File: src/rtl/keccak_round_sequencer.sv
// Keccak permutation control sequencer: reset clear, absorb lane selects, lambda/chi round stepping.
// Latency: W clear cycles after reset, then ROUNDS*(1+CHI_CYC) cycles from start to DonexSO.
// Backpressure: AbsorbReadyxSO low outside IDLE/ABSORB; optional chi stall via KECCAK_SEQ_RAND_STALL_EN.
module keccak_round_sequencer #(
    parameter int W            = 16,
    parameter int RATE         = 128,
    parameter int ABSORB_LANES = 2,
    parameter int CHI_SLICES   = 1
) (
    input  logic                             ClkxCI,
    input  logic                             RstxRI,
    input  logic                             AbsorbValidxSI,
    output logic                             AbsorbReadyxSO,
    input  logic                             StartPermxSI,
    input  logic [4:0]                       NumRoundsxDI,
    input  logic                             RandomnessAvailablexSI,
    output logic                             EnResetStatexSO,
    output logic [24:0]                      AbsorbLaneSelxDO,
    output logic                             EnLambdaxSO,
    output logic                             EnChiIotaxSO,
    output logic [4:0]                       RoundNrxDO,
    output logic [$clog2(W/CHI_SLICES):0]    SliceCntxDO,
    output logic                             ReadyxSO,
    output logic                             DonexSO
);

    localparam int ROUNDS_MAX = 12 + 2 * $clog2(W);
    localparam int BEATS      = RATE / (W * ABSORB_LANES);
    localparam int CHI_CYC    = W / CHI_SLICES;
    localparam int SW         = $clog2(CHI_CYC) + 1;
    localparam int RW         = $clog2(W) + 1;
    localparam int BW         = $clog2(BEATS) + 1;

    typedef enum logic [2:0] {
        S_RESET,
        S_IDLE,
        S_ABSORB,
        S_LAMBDA,
        S_CHI
    } state_t;

    state_t          state_q, state_d;
    logic [RW-1:0]   rst_cnt_q, rst_cnt_d;
    logic [BW-1:0]   beat_q, beat_d;
    logic [SW-1:0]   slice_q, slice_d;
    logic [4:0]      round_q, round_d;
    logic            done_q, done_d;

    logic            absorb_rdy;
    logic            beat_fire;
    logic            chi_adv;
    logic            launch;
    logic [4:0]      n_clamp;
    logic [24:0]     lane_mask;

`ifdef KECCAK_SEQ_RAND_STALL_EN
    assign chi_adv = RandomnessAvailablexSI;
`else
    logic unused_rand;
    assign unused_rand = RandomnessAvailablexSI;
    assign chi_adv     = 1'b1;
`endif

    assign absorb_rdy = (state_q == S_IDLE) || (state_q == S_ABSORB);
    assign beat_fire  = AbsorbValidxSI && absorb_rdy;
    assign n_clamp    = (NumRoundsxDI == 5'd0 || NumRoundsxDI > 5'(ROUNDS_MAX))
                        ? 5'(ROUNDS_MAX) : NumRoundsxDI;

    always_comb begin
        lane_mask = '0;
        for (int i = 0; i < 25; i++) begin
            if (i / ABSORB_LANES == int'(beat_q)) lane_mask[i] = 1'b1;
        end
    end

    always_ff @(posedge ClkxCI) begin
        if (RstxRI) begin
            state_q   <= S_RESET;
            rst_cnt_q <= '0;
            beat_q    <= '0;
            slice_q   <= '0;
            round_q   <= '0;
            done_q    <= 1'b0;
        end else begin
            state_q   <= state_d;
            rst_cnt_q <= rst_cnt_d;
            beat_q    <= beat_d;
            slice_q   <= slice_d;
            round_q   <= round_d;
            done_q    <= done_d;
        end
    end

    always_comb begin
        state_d          = state_q;
        rst_cnt_d        = rst_cnt_q;
        beat_d           = beat_q;
        slice_d          = slice_q;
        round_d          = round_q;
        done_d           = 1'b0;
        launch           = 1'b0;
        EnResetStatexSO  = 1'b0;
        AbsorbLaneSelxDO = '0;
        EnLambdaxSO      = 1'b0;
        EnChiIotaxSO     = 1'b0;
        ReadyxSO         = 1'b0;

        case (state_q)
            S_RESET: begin
                EnResetStatexSO  = 1'b1;
                AbsorbLaneSelxDO = '1;
                if (rst_cnt_q == RW'(W - 1)) begin
                    rst_cnt_d = '0;
                    state_d   = S_IDLE;
                end else begin
                    rst_cnt_d = rst_cnt_q + 1'b1;
                end
            end
            S_IDLE: begin
                ReadyxSO = 1'b1;
                // Absorb has priority over a bare permutation start.
                if (beat_fire) begin
                    AbsorbLaneSelxDO = lane_mask;
                    if (BEATS == 1) begin
                        launch = 1'b1;
                    end else begin
                        beat_d  = BW'(1);
                        state_d = S_ABSORB;
                    end
                end else if (StartPermxSI) begin
                    launch = 1'b1;
                end
            end
            S_ABSORB: begin
                if (beat_fire) begin
                    AbsorbLaneSelxDO = lane_mask;
                    if (beat_q == BW'(BEATS - 1)) begin
                        beat_d = '0;
                        launch = 1'b1;
                    end else begin
                        beat_d = beat_q + 1'b1;
                    end
                end
            end
            S_LAMBDA: begin
                EnLambdaxSO      = 1'b1;
                AbsorbLaneSelxDO = '1;
                slice_d          = '0;
                state_d          = S_CHI;
            end
            S_CHI: begin
                if (chi_adv) begin
                    EnChiIotaxSO     = 1'b1;
                    AbsorbLaneSelxDO = '1;
                    if (slice_q == SW'(CHI_CYC - 1)) begin
                        slice_d = '0;
                        if (round_q == 5'(ROUNDS_MAX - 1)) begin
                            round_d = '0;
                            done_d  = 1'b1;
                            state_d = S_IDLE;
                        end else begin
                            round_d = round_q + 5'd1;
                            state_d = S_LAMBDA;
                        end
                    end else begin
                        slice_d = slice_q + 1'b1;
                    end
                end
            end
            default: state_d = S_RESET;
        endcase

        // The requested round count lives on as the starting round offset.
        if (launch) begin
            round_d = 5'(ROUNDS_MAX) - n_clamp;
            state_d = S_LAMBDA;
        end
    end

    assign AbsorbReadyxSO = absorb_rdy;
    assign RoundNrxDO     = round_q;
    assign SliceCntxDO    = slice_q;
    assign DonexSO        = done_q;

endmodule

File: config.mk
export PLATFORM = sky130hd
export DESIGN_NAME = keccak_round_sequencer
export DESIGN_NICKNAME = d
export VERILOG_FILES = /design/src/rtl/keccak_round_sequencer.sv
export SDC_FILE = /design/constraint.sdc
export NUM_CORES = 1
export LEC_CHECK = 0
export CAP_MARGIN = 20
export CORE_UTILIZATION = 50
export CTS_BUF_LIST = sky130_fd_sc_hd__clkbuf_8 sky130_fd_sc_hd__clkbuf_16
export DETAILED_ROUTE_END_ITERATION = 8
export PLACE_DENSITY = 0.88
export SLEW_MARGIN = 25
export SYNTH_ARGS = -nofsm -noshare
export SYNTH_HDL_FRONTEND = slang
export SYNTH_SLANG_ARGS = --single-unit
File: constraint.sdc
create_clock -name ClkxCI -period 4.7 [get_ports ClkxCI]
set_input_delay 0.705 -clock ClkxCI [delete_from_list [all_inputs] [get_ports ClkxCI]]
set_output_delay 0.705 -clock ClkxCI [all_outputs]
set_load 0.05 [all_outputs]
==> qor.csv <==
stage,metric,value,unit
routing,antenna_left,0,
finish,antenna_cells,0,
finish,stdcell_count,274,
clock_network,cts_buffers,3,
clock_network,cts_resized,0,
worst_setup_path,critPathMostFrequentCell,clkdlybuf4s50_1,
die,die-area,0.00342,mm^2
global_routing,grt_start_max_net_pins,23,
die,dieWidth,58.5,um
routing,met2RoutedLength,1.69,mm
place,gp_congestion,0.795,
die,start_util,0.527,
logic_synthesis,synth_common_cells,"22 x dfxtp_1, 17 x o21ai_0, 16 x a21oi_1, 16 x buf_4, 15 x nor2_1",
routing,first_pass_iters,4,
logic_synthesis,syn_avg_cell_area,7.82,um^2
logic_synthesis,yosys.cell_types.count,48,
worst_setup_path,crit_required,3.99,ns
logic_synthesis,muxShareOfSynthArea,0.00627,
clock_network,clk_path_buf_depth,2,
logic_synthesis,synth_top_family_by_area,simple AND/OR/NAND/NOR gates,
logic_synthesis,synth_top_cell_by_area,dfxtp_1,
logic_synthesis,syn_nets,222,
clock_network,cts.sinks,22,
hold_path,worstHoldStart,rst_cnt_q[3],
clock_network,cts_setup_buffers,0,
worst_setup_path,cp.buffers_inverters,2,
clock_network,ctsHoldBuffers,0,
clock_network,cts_max_level,1,
logic_synthesis,async_flop_share,0,
routing,drt-met1-wl,1.64,mm
sta,fin_tns_setup,0,ns
finish,drive_gt1_frac,0.0348,
clock_network,clk_latency,0.26,ns
logic_synthesis,seq_area_frac_synth,0.276,
logic_synthesis,synth_compound_area_frac,0.245,
logic_synthesis,synth_edf_count,0,
die,dieHeight,58.5,um
logic_synthesis,syn_area,0.00160,mm^2
place,place.port_buffers,49,
global_routing,grt_overflow,0,
worst_setup_path,worstPathCellList,clkdlybuf4s50_1 > nor2b_1 > a21oi_1 > o21ai_0 > clkdlybuf4s50_1,
power,finalPower,0.000395,W
finish,multi_input_area,941,um^2
routing,drtIter0Drc,70,
worst_setup_path,arrival,2.86,ns
routing,wl_met3,108,um
sta,worst_pin_slew,0.740,ns
finish,area_growth,27.9,%
die,io_pins,51,
worst_setup_path,r2r_start,state_q[2],
worst_setup_path,cp-end-kind,output pin,
worst_setup_path,cpPeakStageDelay,0.85,ns
routing,vias,1528,
routing,wire_per_inst,12.6,um
logic_synthesis,ys_seq_elements,22,
global_routing,antenna_found_initial,0,
sta,slew_headroom,0.505,
worst_setup_path,setup.worst_path.start,AbsorbValidxSI,
logic_synthesis,yosys.area_share.simple,0.253,
routing,top_layer_used,met4,
logic_synthesis,ys.flop_type,dfxtp_1,
sta,rsz0062_at_grt,no,
logic_synthesis,synthAdderAreaFrac,0.0627,
global_routing,grt_pass1_wl,5.91,mm
routing,drt_wl_total,3.44,mm
clock_network,cts.clk_slew.worst_paths,0.09,ns
clock_network,cts_tree,yes,
worst_setup_path,slowest_stage,clkdlybuf4s50_1,
die,fp-row-count,20,
sta,fmax,280,MHz
finish,register_area,440,um^2
worst_setup_path,startpoint_type,input port,
run_status,outcome,"finished, final reports clean",
logic_synthesis,synth_xor_area_frac,0.0220,
logic_synthesis,syn_inst,204,
logic_synthesis,synth.area.top_cells,"dfxtp_1 28%, buf_4 7.5%, ha_1 6.3%",
sta,fin_crit,3.57,ns
logic_synthesis,yosys_warnings,0,
finish,nNetsFinal,249,
logic_synthesis,synth.most_common_cell,dfxtp_1,
routing,drc,0,
routing,vias_per_cell,5.58,
sta,finalHoldViolCount,0,
finish,n_fill_cell,270,
sta,period_share,0.759,
power,worst_ir_drop_vdd,0.199,mV
hold_path,hp-class,flip-flop to flip-flop,
worst_setup_path,crit_fanout,10,
power,leakagePower,0.744,nW
worst_setup_path,critical_path_class,input port to output pin,
global_routing,grt_use_total,0.218,
place,placed_cells,270,
sta,slew_violations,0,
flow_run,drv_cap,0,
die,core,0.00303,mm^2
place,place_hpwl,2.49,mm
sta,setup_viol,0,
sta,skew,0.0110,ns
power,p_per_area,194,mW/mm^2
worst_setup_path,cp_top_family,buffers and inverters,
global_routing,grt_pass1_vias,1309,
logic_synthesis,yosysTopAreaCellShare,0.276,
clock_network,cts-root-buf,clkbuf_8,
layout make-up:
cell class | count | share of cell area
multi-input combinational | 145 | 0.461
clock inverter | 1 | 0.0147
timing repair buffer | 49 | 0.240
inverter | 10 | 0.0208
clock buffer | 3 | 0.0202
sequential | 22 | 0.216
tap | 44 | 0.0270
routing by layer:
layer,vias up,track usage
met5,-,0
met2,27,0.360
met1,719,0.298
met4,0,0.0306
li1,780,-
met3,2,0.0484
metrics by stage:
step                instance area, um^2  hold slack (ns)  setup WS (ns)  utilization
floorplan                          1600            0.448           1.26            -
global placement                   1970            0.463           1.16        0.650
detailed placement                 1970            0.474           1.15        0.650
CTS                                2040            0.486           1.14        0.674
global route                       2040            0.513          0.969        0.674
finish                             2040            0.479           1.13        0.674
state kept, by name (all words and copies together), names as in the netlist:
| name | flops |
|---|---|
| DonexSO | 1 |
| RoundNrxDO | 5 |
| SliceCntxDO | 5 |
| beat_q | 3 |
| rst_cnt_q | 5 |
| state_q | 3 |
layout by cell type, fill, tap and decap left out, drive strengths merged, types with 3 or more instances in the layout:
| cell | instances |
|---|---|
| clkdlybuf4s50 | 49 |
| clkbuf | 3 |
| a311oi | 4 |
| a21oi | 16 |
| a31oi | 7 |
| nand2b | 5 |
| nand3 | 5 |
| o21ai | 17 |
| nor3 | 3 |
| nand2 | 15 |
| nand3b | 3 |
| ha | 8 |
| nor4 | 3 |
| nor2 | 15 |
| inv | 9 |
| o21a | 3 |
| dfxtp | 22 |
where the power goes:
group          internal [W]  switching, W
registers          0.000189    0.00000207
logic             0.0000143     0.0000154
clock network      0.000114     0.0000612
path summary, 6_finish.rpt:
| path | endpoint | slack [ns] | depth (start not counted) |
|---|---|---|---|
| max reg2reg | RoundNrxDO[0] | 2.54 | 5 |
| min reg2reg | rst_cnt_q[3] | 0.48 | 1 |
| max | AbsorbLaneSelxDO[3] | 1.13 | 5 |
| min | rst_cnt_q[3] | 0.48 | 1 |
kinds of logic after synthesis:
| kind of cell | Yosys count |
|---|---|
| flip-flops | 22 |
| AND/OR/NAND/NOR | 71 |
| adder cells (fa/ha/maj) | 8 |
| multiplexers | 1 |
| XOR/XNOR | 4 |
| buffers and inverters | 37 |
| AO/OA/AOI/OAI | 61 |
Note: power is estimated with default switching activity, not from simulation.
